<file path="src/rtl/image_sram_pkg.sv">
// image_sram_pkg: shared types and helpers for the padded image store
package image_sram_pkg;

    typedef enum logic [1:0] {PAD_ZERO, PAD_REPLICATE, PAD_CONST} pad_mode_t;

    typedef enum logic {IDLE, CLEAR} clr_state_t;

    typedef enum logic [1:0] {SRC_ZERO, SRC_CONST, SRC_RAM, SRC_BYP} rd_src_t;

    function automatic int coord_width(input int n);
        return $clog2(n) + 1;
    endfunction

endpackage

</file>
<file path="src/rtl/sram_model.sv">
// sram_model: behavioural SRAM with optional synchronous read and separate read address
module sram_model #(
    parameter int DATA_WIDTH         = 8,
    parameter int ADDR_WIDTH         = 5,
    parameter int DEPTH              = 32,
    parameter int RAM_IS_SYNCHRONOUS = 1,
    parameter int DUAL               = 1
) (
    input  logic                  clk,
    input  logic                  we,
    input  logic [ADDR_WIDTH-1:0] waddr,
    input  logic [DATA_WIDTH-1:0] wdata,
    input  logic                  re,
    input  logic [ADDR_WIDTH-1:0] raddr,
    output logic [DATA_WIDTH-1:0] rdata
);

    logic [DATA_WIDTH-1:0] mem [DEPTH];
    logic [ADDR_WIDTH-1:0] ra;

    assign ra = (DUAL != 0) ? raddr : waddr;

    // storage write port
    always_ff @(posedge clk) begin
        if (we) mem[waddr] <= wdata;
    end

    generate
        if (RAM_IS_SYNCHRONOUS != 0) begin : g_sync
            // registered read, holds its value when no read is requested
            always_ff @(posedge clk) begin
                if (re) rdata <= mem[ra];
            end
        end else begin : g_async
            assign rdata = mem[ra];
        end
    endgenerate

endmodule

</file>
<file path="src/rtl/padded_image_sram.sv">
// padded_image_sram: signed (x,y) image store with padding, bypass and clear sequencer
module padded_image_sram
    import image_sram_pkg::*;
#(
    parameter int                     PIXEL_DEPTH = 8,
    parameter int                     X_MAX       = 5,
    parameter int                     Y_MAX       = 5,
    parameter pad_mode_t              PAD_MODE    = PAD_ZERO,
    parameter logic [PIXEL_DEPTH-1:0] PAD_VALUE   = '0,
    parameter logic [PIXEL_DEPTH-1:0] CLEAR_VALUE = '0,
    localparam int                    XW          = coord_width(X_MAX),
    localparam int                    YW          = coord_width(Y_MAX)
) (
    input  logic                   ramclk,
    input  logic                   n_rst,
    input  logic                   clear,
    output logic                   busy,
    input  logic                   ren,
    input  logic signed [XW-1:0]   x_addr,
    input  logic signed [YW-1:0]   y_addr,
    input  logic                   wen,
    input  logic signed [XW-1:0]   x_addr_write,
    input  logic signed [YW-1:0]   y_addr_write,
    input  logic [PIXEL_DEPTH-1:0] wdat,
    output logic [PIXEL_DEPTH-1:0] rdat,
    output logic                   rvalid,
    output logic                   roob,
    output logic                   wr_drop
);

    localparam int                   DEPTH = X_MAX * Y_MAX;
    localparam int                   AW    = $clog2(DEPTH);
    localparam logic signed [XW-1:0] X_LIM = XW'(X_MAX - 1);
    localparam logic signed [YW-1:0] Y_LIM = YW'(Y_MAX - 1);

    function automatic logic in_bounds(input logic signed [XW-1:0] x, input logic signed [YW-1:0] y);
        return !x[XW-1] && (x <= X_LIM) && !y[YW-1] && (y <= Y_LIM);
    endfunction

    // clamping is the identity for in-bounds coordinates, so one helper serves all paths
    function automatic logic [AW-1:0] lin_addr(input logic signed [XW-1:0] x, input logic signed [YW-1:0] y);
        logic signed [XW-1:0] cx;
        logic signed [YW-1:0] cy;
        cx = x[XW-1] ? '0 : (x > X_LIM) ? X_LIM : x;
        cy = y[YW-1] ? '0 : (y > Y_LIM) ? Y_LIM : y;
        return AW'($unsigned(cx)) + AW'($unsigned(cy)) * AW'(X_MAX);
    endfunction

    clr_state_t             state, state_n;
    logic [AW-1:0]          cnt, cnt_n;
    rd_src_t                src;
    logic [PIXEL_DEPTH-1:0] byp_q, ram_q, ram_wdata;
    logic [AW-1:0]          r_addr, w_addr, ram_waddr;
    logic                   rd_ok, wr_ok, r_in, w_in, byp, ram_re, ram_we;

    assign busy   = (state == CLEAR);
    assign rd_ok  = (state == IDLE) && !clear && ren;
    assign wr_ok  = (state == IDLE) && !clear && wen;
    assign r_in   = in_bounds(x_addr, y_addr);
    assign w_in   = in_bounds(x_addr_write, y_addr_write);
    assign r_addr = lin_addr(x_addr, y_addr);
    assign w_addr = lin_addr(x_addr_write, y_addr_write);
    assign byp    = rd_ok && wr_ok && r_in && w_in && (r_addr == w_addr);
    assign ram_re = rd_ok && !byp && (r_in || PAD_MODE == PAD_REPLICATE);

    // clear sequencer state and address counter
    always_ff @(posedge ramclk or negedge n_rst) begin
        if (!n_rst) begin
            state <= IDLE;
            cnt   <= '0;
        end else begin
            state <= state_n;
            cnt   <= cnt_n;
        end
    end

    // next state and write-port mux between user writes and the clear walk
    always_comb begin
        state_n   = state;
        cnt_n     = cnt;
        ram_we    = wr_ok && w_in;
        ram_waddr = w_addr;
        ram_wdata = wdat;
        if (state == CLEAR) begin
            ram_we    = 1'b1;
            ram_waddr = cnt;
            ram_wdata = CLEAR_VALUE;
            cnt_n     = cnt + 1'b1;
            if (cnt == AW'(DEPTH - 1)) begin
                state_n = IDLE;
                cnt_n   = '0;
            end
        end else if (clear) begin
            state_n = CLEAR;
        end
    end

    // read status flags and the source that rdat presents until the next accepted read
    always_ff @(posedge ramclk or negedge n_rst) begin
        if (!n_rst) begin
            rvalid  <= 1'b0;
            roob    <= 1'b0;
            wr_drop <= 1'b0;
            src     <= SRC_ZERO;
            byp_q   <= '0;
        end else begin
            rvalid  <= rd_ok;
            roob    <= rd_ok && !r_in;
            wr_drop <= wr_ok && !w_in;
            if (rd_ok) src <= byp ? SRC_BYP : ram_re ? SRC_RAM : (PAD_MODE == PAD_CONST) ? SRC_CONST : SRC_ZERO;
            if (byp) byp_q <= wdat;
        end
    end

    // output mux; SRC_ZERO after reset makes rdat read 0 without touching the SRAM
    always_comb begin
        rdat = (src == SRC_RAM) ? ram_q : (src == SRC_BYP) ? byp_q : (src == SRC_CONST) ? PAD_VALUE : '0;
    end

    sram_model #(
        .DATA_WIDTH        (PIXEL_DEPTH),
        .ADDR_WIDTH        (AW),
        .DEPTH             (DEPTH),
        .RAM_IS_SYNCHRONOUS(1),
        .DUAL              (1)
    ) u_ram (
        .clk  (ramclk),
        .we   (ram_we),
        .waddr(ram_waddr),
        .wdata(ram_wdata),
        .re   (ram_re),
        .raddr(r_addr),
        .rdata(ram_q)
    );

endmodule

</file>
<file path="config.mk">
export PLATFORM = sky130hd
export DESIGN_NAME = padded_image_sram
export DESIGN_NICKNAME = d
export VERILOG_FILES = /design/src/rtl/image_sram_pkg.sv /design/src/rtl/sram_model.sv /design/src/rtl/padded_image_sram.sv
export SDC_FILE = /design/constraint.sdc
export NUM_CORES = 1
export LEC_CHECK = 0
export ABC_CLOCK_PERIOD_IN_PS = 3650
export CAP_MARGIN = 20
export CORE_MARGIN = 4
export CORE_UTILIZATION = 41
export CTS_BUF_LIST = sky130_fd_sc_hd__clkbuf_4
export CTS_CLUSTER_SIZE = 30
export DETAILED_ROUTE_END_ITERATION = 12
export PLACE_DENSITY = 0.67
export SLEW_MARGIN = 15
export SYNTH_ARGS = -nofsm -noshare
export SYNTH_HDL_FRONTEND = slang
export SYNTH_HIERARCHICAL = 1
export SYNTH_SLANG_ARGS = --single-unit
</file>
<file path="constraint.sdc">
create_clock -name ramclk -period 3.65 [get_ports ramclk]
set_input_delay 0.9125 -clock ramclk [delete_from_list [all_inputs] [get_ports ramclk]]
set_output_delay 0.9125 -clock ramclk [all_outputs]
set_load 0.005 [all_outputs]
</file>
* Word level (Yosys, flattened, before mapping)
Memory sizes are Yosys's and may differ from the RTL's. A register that Yosys moved wholly into a read port is not among the register bits. Cells that the tools add are included.
Cells by class: add/subtract/negate cells 3, multiply operators 2, $lt $le $gt $ge 8, equal/unequal tests 4, multiplexer cells 21, bitwise logic cells 1, reductions and logical operators 26
Operator list (count):
- 2-to-1 mux 3 bit | 8
- 2-to-1 mux 8 bit | 3
- logical AND 1 bit | 18
- greater-than comparator 4 bit (second input constant) | 4
- <= comparator 4 bit (second input constant) | 4
- adder 3 x 5 -> 5 bit | 2
- multiplier 3 x 3 -> 5 bit (second input constant) | 2
- 2-to-1 mux 5 bit | 2
- zero test 1 bit | 8
- 2-to-1 mux 1 bit | 6
- adder 5 x 1 -> 5 bit (second input constant) | 1
- == test 5 bit | 1
- == test 5 bit (second input constant) | 1
- == test 2 bit (second input constant) | 2
- 2-to-1 mux 2 bit | 2
- inverter 1 bit | 1
Storage, ports and cells: bits in registers 19, RAM bits 200, input bits 29, output and inout bits 12, word-level logic and storage cells 73, memories kept 1
Memories:
- u_ram.mem | depth 25, width 8, rd ports 1, clocked after memory_dff 1, wr ports 1, line sram_model.sv:18 | logic [DATA_WIDTH-1:0] mem [DEPTH];

* Longest topological paths before layout
word-level depth 12, mapped depth 12, mapped depth without buffers 11

* Modules after synthesis
Netlist, hierarchy kept.
Modules (own cells, without submodules):
- sram_model | times used 1, cells each 460, area each 8177.8 µm², seq. area each 6246.0 µm²
- padded_image_sram | times used 1, cells each 157, area each 1552.7 µm², seq. area each 475.5 µm²

* Worst setup path before layout
OpenSTA, ideal clock, no wires.
kind input to register, start in y_addr[3], end reg u_ram.rdata[2], read port of u_ram.mem (data pin), setup time 0.273 ns, data arrival time 3.452 ns, data required time 3.377 ns, path slack -0.075 ns, cell stages on the path 9, buffers on the path 1, cell sequence nor3b_1 > ha_1 > ha_1 > fa_1 > buf_2 > mux4_1 > mux2_2 > o211ai_1 > o211ai_1
On the way: longest elaborated chain between the ends 10, elaborated cells between the ends (all ways) 16, classes of those cells add/sub (1); mul (1); order compare (2); eq/ne (1); mux (2); reduce/logical (9)
Ends and longest elaborated chain:
- start: declaration | line padded_image_sram.sv:20 | input logic signed [YW-1:0] y_addr,
- greater-than comparator 4 bit | line padded_image_sram.sv:45 | cy = y[YW-1] ? '0 : (y > Y_LIM) ? Y_LIM : y;
- 2-to-1 mux 3 bit | line padded_image_sram.sv:45
- 2-to-1 mux 3 bit (*) | line padded_image_sram.sv:45
- multiplier 3 x 3 -> 5 bit (*) | line padded_image_sram.sv:46 | return AW'($unsigned(cx)) + AW'($unsigned(cy)) * AW'(X_MAX);
- adder 3 x 5 -> 5 bit (*) | line padded_image_sram.sv:46
- net r_addr[2] | line padded_image_sram.sv:53 | logic [AW-1:0] r_addr, w_addr, ram_waddr;
- == test 5 bit | line padded_image_sram.sv:63 | assign byp = rd_ok && wr_ok && r_in && w_in && (r_addr == w_addr);
- logical AND 1 bit | line padded_image_sram.sv:63
- zero test 1 bit | line padded_image_sram.sv:64 | assign ram_re = rd_ok && !byp && (r_in || PAD_MODE == PAD_REPLICATE);
- logical AND 1 bit (2 in a row) | line padded_image_sram.sv:64
- end: declaration | line sram_model.sv:15 | output logic [DATA_WIDTH-1:0] rdata
The timed path passes the listed nets; every way through them passes the cells marked *. A chain may end at the register's enable or synchronous reset.

* Final worst setup path
start in x_addr_write[2], end mem u_ram.mem[23][3] (enable)
On the way: elaborated cells between the ends (all ways) 13, classes of those cells add/sub (1); order compare (2); mux (6); reduce/logical (4)
RTL lines:
- start: declaration | line padded_image_sram.sv:22 | input logic signed [XW-1:0] x_addr_write,
- greater-than comparator 4 bit | line padded_image_sram.sv:44 | cx = x[XW-1] ? '0 : (x > X_LIM) ? X_LIM : x;
- 2-to-1 mux 3 bit (*) (2 in a row) | line padded_image_sram.sv:44
- adder 3 x 5 -> 5 bit (*) | line padded_image_sram.sv:46
- 2-to-1 mux 5 bit (*) | line padded_image_sram.sv:84 | if (state == CLEAR) begin
- net ram_waddr[4] | line padded_image_sram.sv:53
- end: declaration | line sram_model.sv:18
Marks and branches as above.

==> out/results.ini <==
[status]
status=finished clean

[synthesis]
synth.distinct_cells=48
synth_enable_flop_cells=208
synthFlopType=edfxtp_1
synthesis.area_um2=9730
async_flop_share_pct=8.37
yosys_warnings=6
netlist_instances=617
syn_avg_cell_area_um2=15.8
synthTopCellsByArea=edfxtp_1 64%, mux2i_1 8.8%, dfrtp_1 4.9%
synth_common_cells=208 x edfxtp_1, 86 x mux2i_1, 38 x nor2_1, 34 x nand2_1, 23 x nor2b_1
synthesis.nets=663
synth_most_common_cell=edfxtp_1
ys_seq_elements=227
ys_seq_area_share_pct=69.1
synth_top_area_share_pct=64.2
synth_top_cell_by_area=edfxtp_1

[setup_path]
worstPathRequired_ns=3.91
critPathBufInv=1
crit_type=input port to flop
critPathMaxStageDelay_ns=0.65
crit_top_cell=ha_1
crit_chain=clkdlybuf4s50_1, nor2b_1, ha_1, ha_1, a21o_1, a21oi_1, xnor2_1, mux2_2, nand3b_1, nor2_1
cp_slowest_cell=nor2_1
path_delay_family=simple AND/OR/NAND/NOR gates
end_kind=flop
crit_fanout=8
arrival_ns=3.85
worst_setup_path_start_kind=input port

[finish]
syn_to_final_growth_pct=21.0
nets=812
drive_above_1_share_pct=26.1
final_util_pct=50.3

[timing]
slew_viol_final=0
final.setup.worst_slack_ns=0.0584
fin_setup_tns_ns=0
fmax_ghz=0.278
hold_violations=0
fin_skew_ns=0.0598
worst_slew_pin_slew_ns=0.883
relSlewSlack_pct=40.9
setup_viol=0
fin_crit_ns=3.59
rsz0062_at_grt=true
holdWs_ns=0.508
period_share_pct=98.4

[cts]
cts_sinks=227
numCtsBuffers=55
cts_tree=yes
cts_root_buf=clkbuf_4
clk_latency_ns=0.69
hold_buffers=0
cts.path.max_buffers=3
cts.clk_slew.worst_paths_ns=0.06
h-tree-depth=2

[pwr]
p_int_mw=4.95
power.total_mw=6.95
pwr-share-clk_pct=28.6
comb_power_share_pct=22.2
leakagePower_nw=4.29
power_frac_seq_pct=49.2
switching_share_pct=28.8
power.density_nw_per_um2=590
switchingPower_mw=2.00
ir_drop_mv=0.226

[die]
start_util_pct=41.6
io_pins=41
row_count=56
coreArea_um2=23400
die_w_um=162
die_h_um=162
dieArea_um2=26300

[placement]
dp_hpwl_um=16000
dp_slack_ns=-0.699
place.port_buffers=40
gp_congestion=0.977

[detailed_routing]
drc=0
firstDrtPassIters=5
viasPerCell=5.26
ant_nets=0
drt_wl_total_um=22900
dr_total_vias=5915
wl_per_cell_um=20.4
drt_iter0_markers=571

[job]
drv_cap=0

[global_routing]
grt_overflow_total=0
grt_pass1_vias=6112
grt_pass1_wl_um=35100
grt_max_degree=31
antenna_found_initial=1
gr-usage-all-layers_pct=17.6

[min_path]
holdCritPathClass=flop to flop

worst paths after layout:
check / from / cells past startpoint / endpoint / slack (ns)
min: byp_q[6] / 1 / byp_q[6] / 0.51
min reg2reg: byp_q[6] / 1 / byp_q[6] / 0.51
max in group asynchronous: n_rst / 1 / src[0] / 2.32
max reg2reg: busy / 8 / u_ram/mem[24][3] / 0.85
min in group asynchronous: n_rst / 1 / byp_q[4] / 0.73
max: x_addr_write[2] / 10 / u_ram/mem[23][3] / 0.06
cell type report:
type                       count  area (µm²)
tap                          319         399
inverter                       4        15.0
timing repair buffer         121        1060
clock inverter                19         111
clock buffer                  76         571
antenna                        1        2.50
multi-input combinational    357        2890
sequential                   227        6720
fill                        2019       11600
flip-flops by register name, indices dropped and copies added (netlist names):
| signal | cells |
|---|---|
| u_ram/mem | 200 |
| byp_q | 8 |
| u_ram/rdata | 8 |
| cnt | 5 |
| src | 2 |
| busy | 1 |
| roob | 1 |
| rvalid | 1 |
| wr_drop | 1 |
cell usage in the layout, fill, tap and decap left out, types with 3 or more instances in the layout:
| master | n |
|---|---|
| nor3b_1 | 5 |
| a21oi_1 | 21 |
| mux2_2 | 13 |
| nand3_1 | 22 |
| a22oi_1 | 19 |
| nand3b_1 | 4 |
| nor2_1 | 37 |
| clkdlybuf4s50_1 | 39 |
| buf_4 | 76 |
| ha_1 | 14 |
| clkinv_2 | 7 |
| nand2b_1 | 4 |
| and2_1 | 3 |
| xnor2_1 | 6 |
| dfrtp_1 | 19 |
| nor2b_1 | 22 |
| or3b_2 | 3 |
| a21o_1 | 3 |
| a32oi_1 | 6 |
| clkbuf_4 | 76 |
| inv_1 | 4 |
| mux4_1 | 3 |
| clkinv_1 | 9 |
| o21ai_0 | 7 |
| o211ai_1 | 3 |
| nand2_1 | 34 |
| edfxtp_1 | 208 |
| mux4_2 | 8 |
| nor3b_2 | 4 |
| buf_12 | 4 |
| mux2i_1 | 86 |
power groups by stage:
stage	combinational (mW)	sequential (mW)	clock, mW
after floorplan	0.852	3.42	0
after global placement	1.47	3.46	0
after detailed placement	1.52	3.48	0
after CTS	1.53	3.42	2.05
after global routing	1.65	3.45	2.21
final	1.54	3.42	1.99
per-stage QoR:
stage               area, µm²  std cells
floorplan                9740        617
detailed placement      11000       1026
CTS                     11700       1123
global placement        11000       1026
global route            11800       1124
finish                  11800       1124
logic make-up after synthesis:
logic type | Yosys count | synth area share (%)
multiplexers | 110 | 13.0
XOR/XNOR | 11 | 1.07
flip-flops | 227 | 69.1
AO/OA/AOI/OAI | 67 | 4.51
AND/OR/NAND/NOR | 152 | 8.19
adder cells (fa/ha/maj) | 17 | 2.34
buffers and inverters | 33 | 1.80
what timing repair did:
action	4_1_cts	5_1_grt
setup endpoints to repair	1	78
resized for setup	3	7
pin swaps	0	2
setup buffers	2	0
metal layers:
metal	wire (µm)	share of wire (%)	global-route usage [%]	up-vias
met5	0	0	0	-
met4	650	2.8	5.96	0
met3	1920	8.4	4.36	48
met2	10700	47	28.2	266
met1	9680	42	23.8	2894
li1	-	-	-	2707
Power figures use the tool's default switching activity.
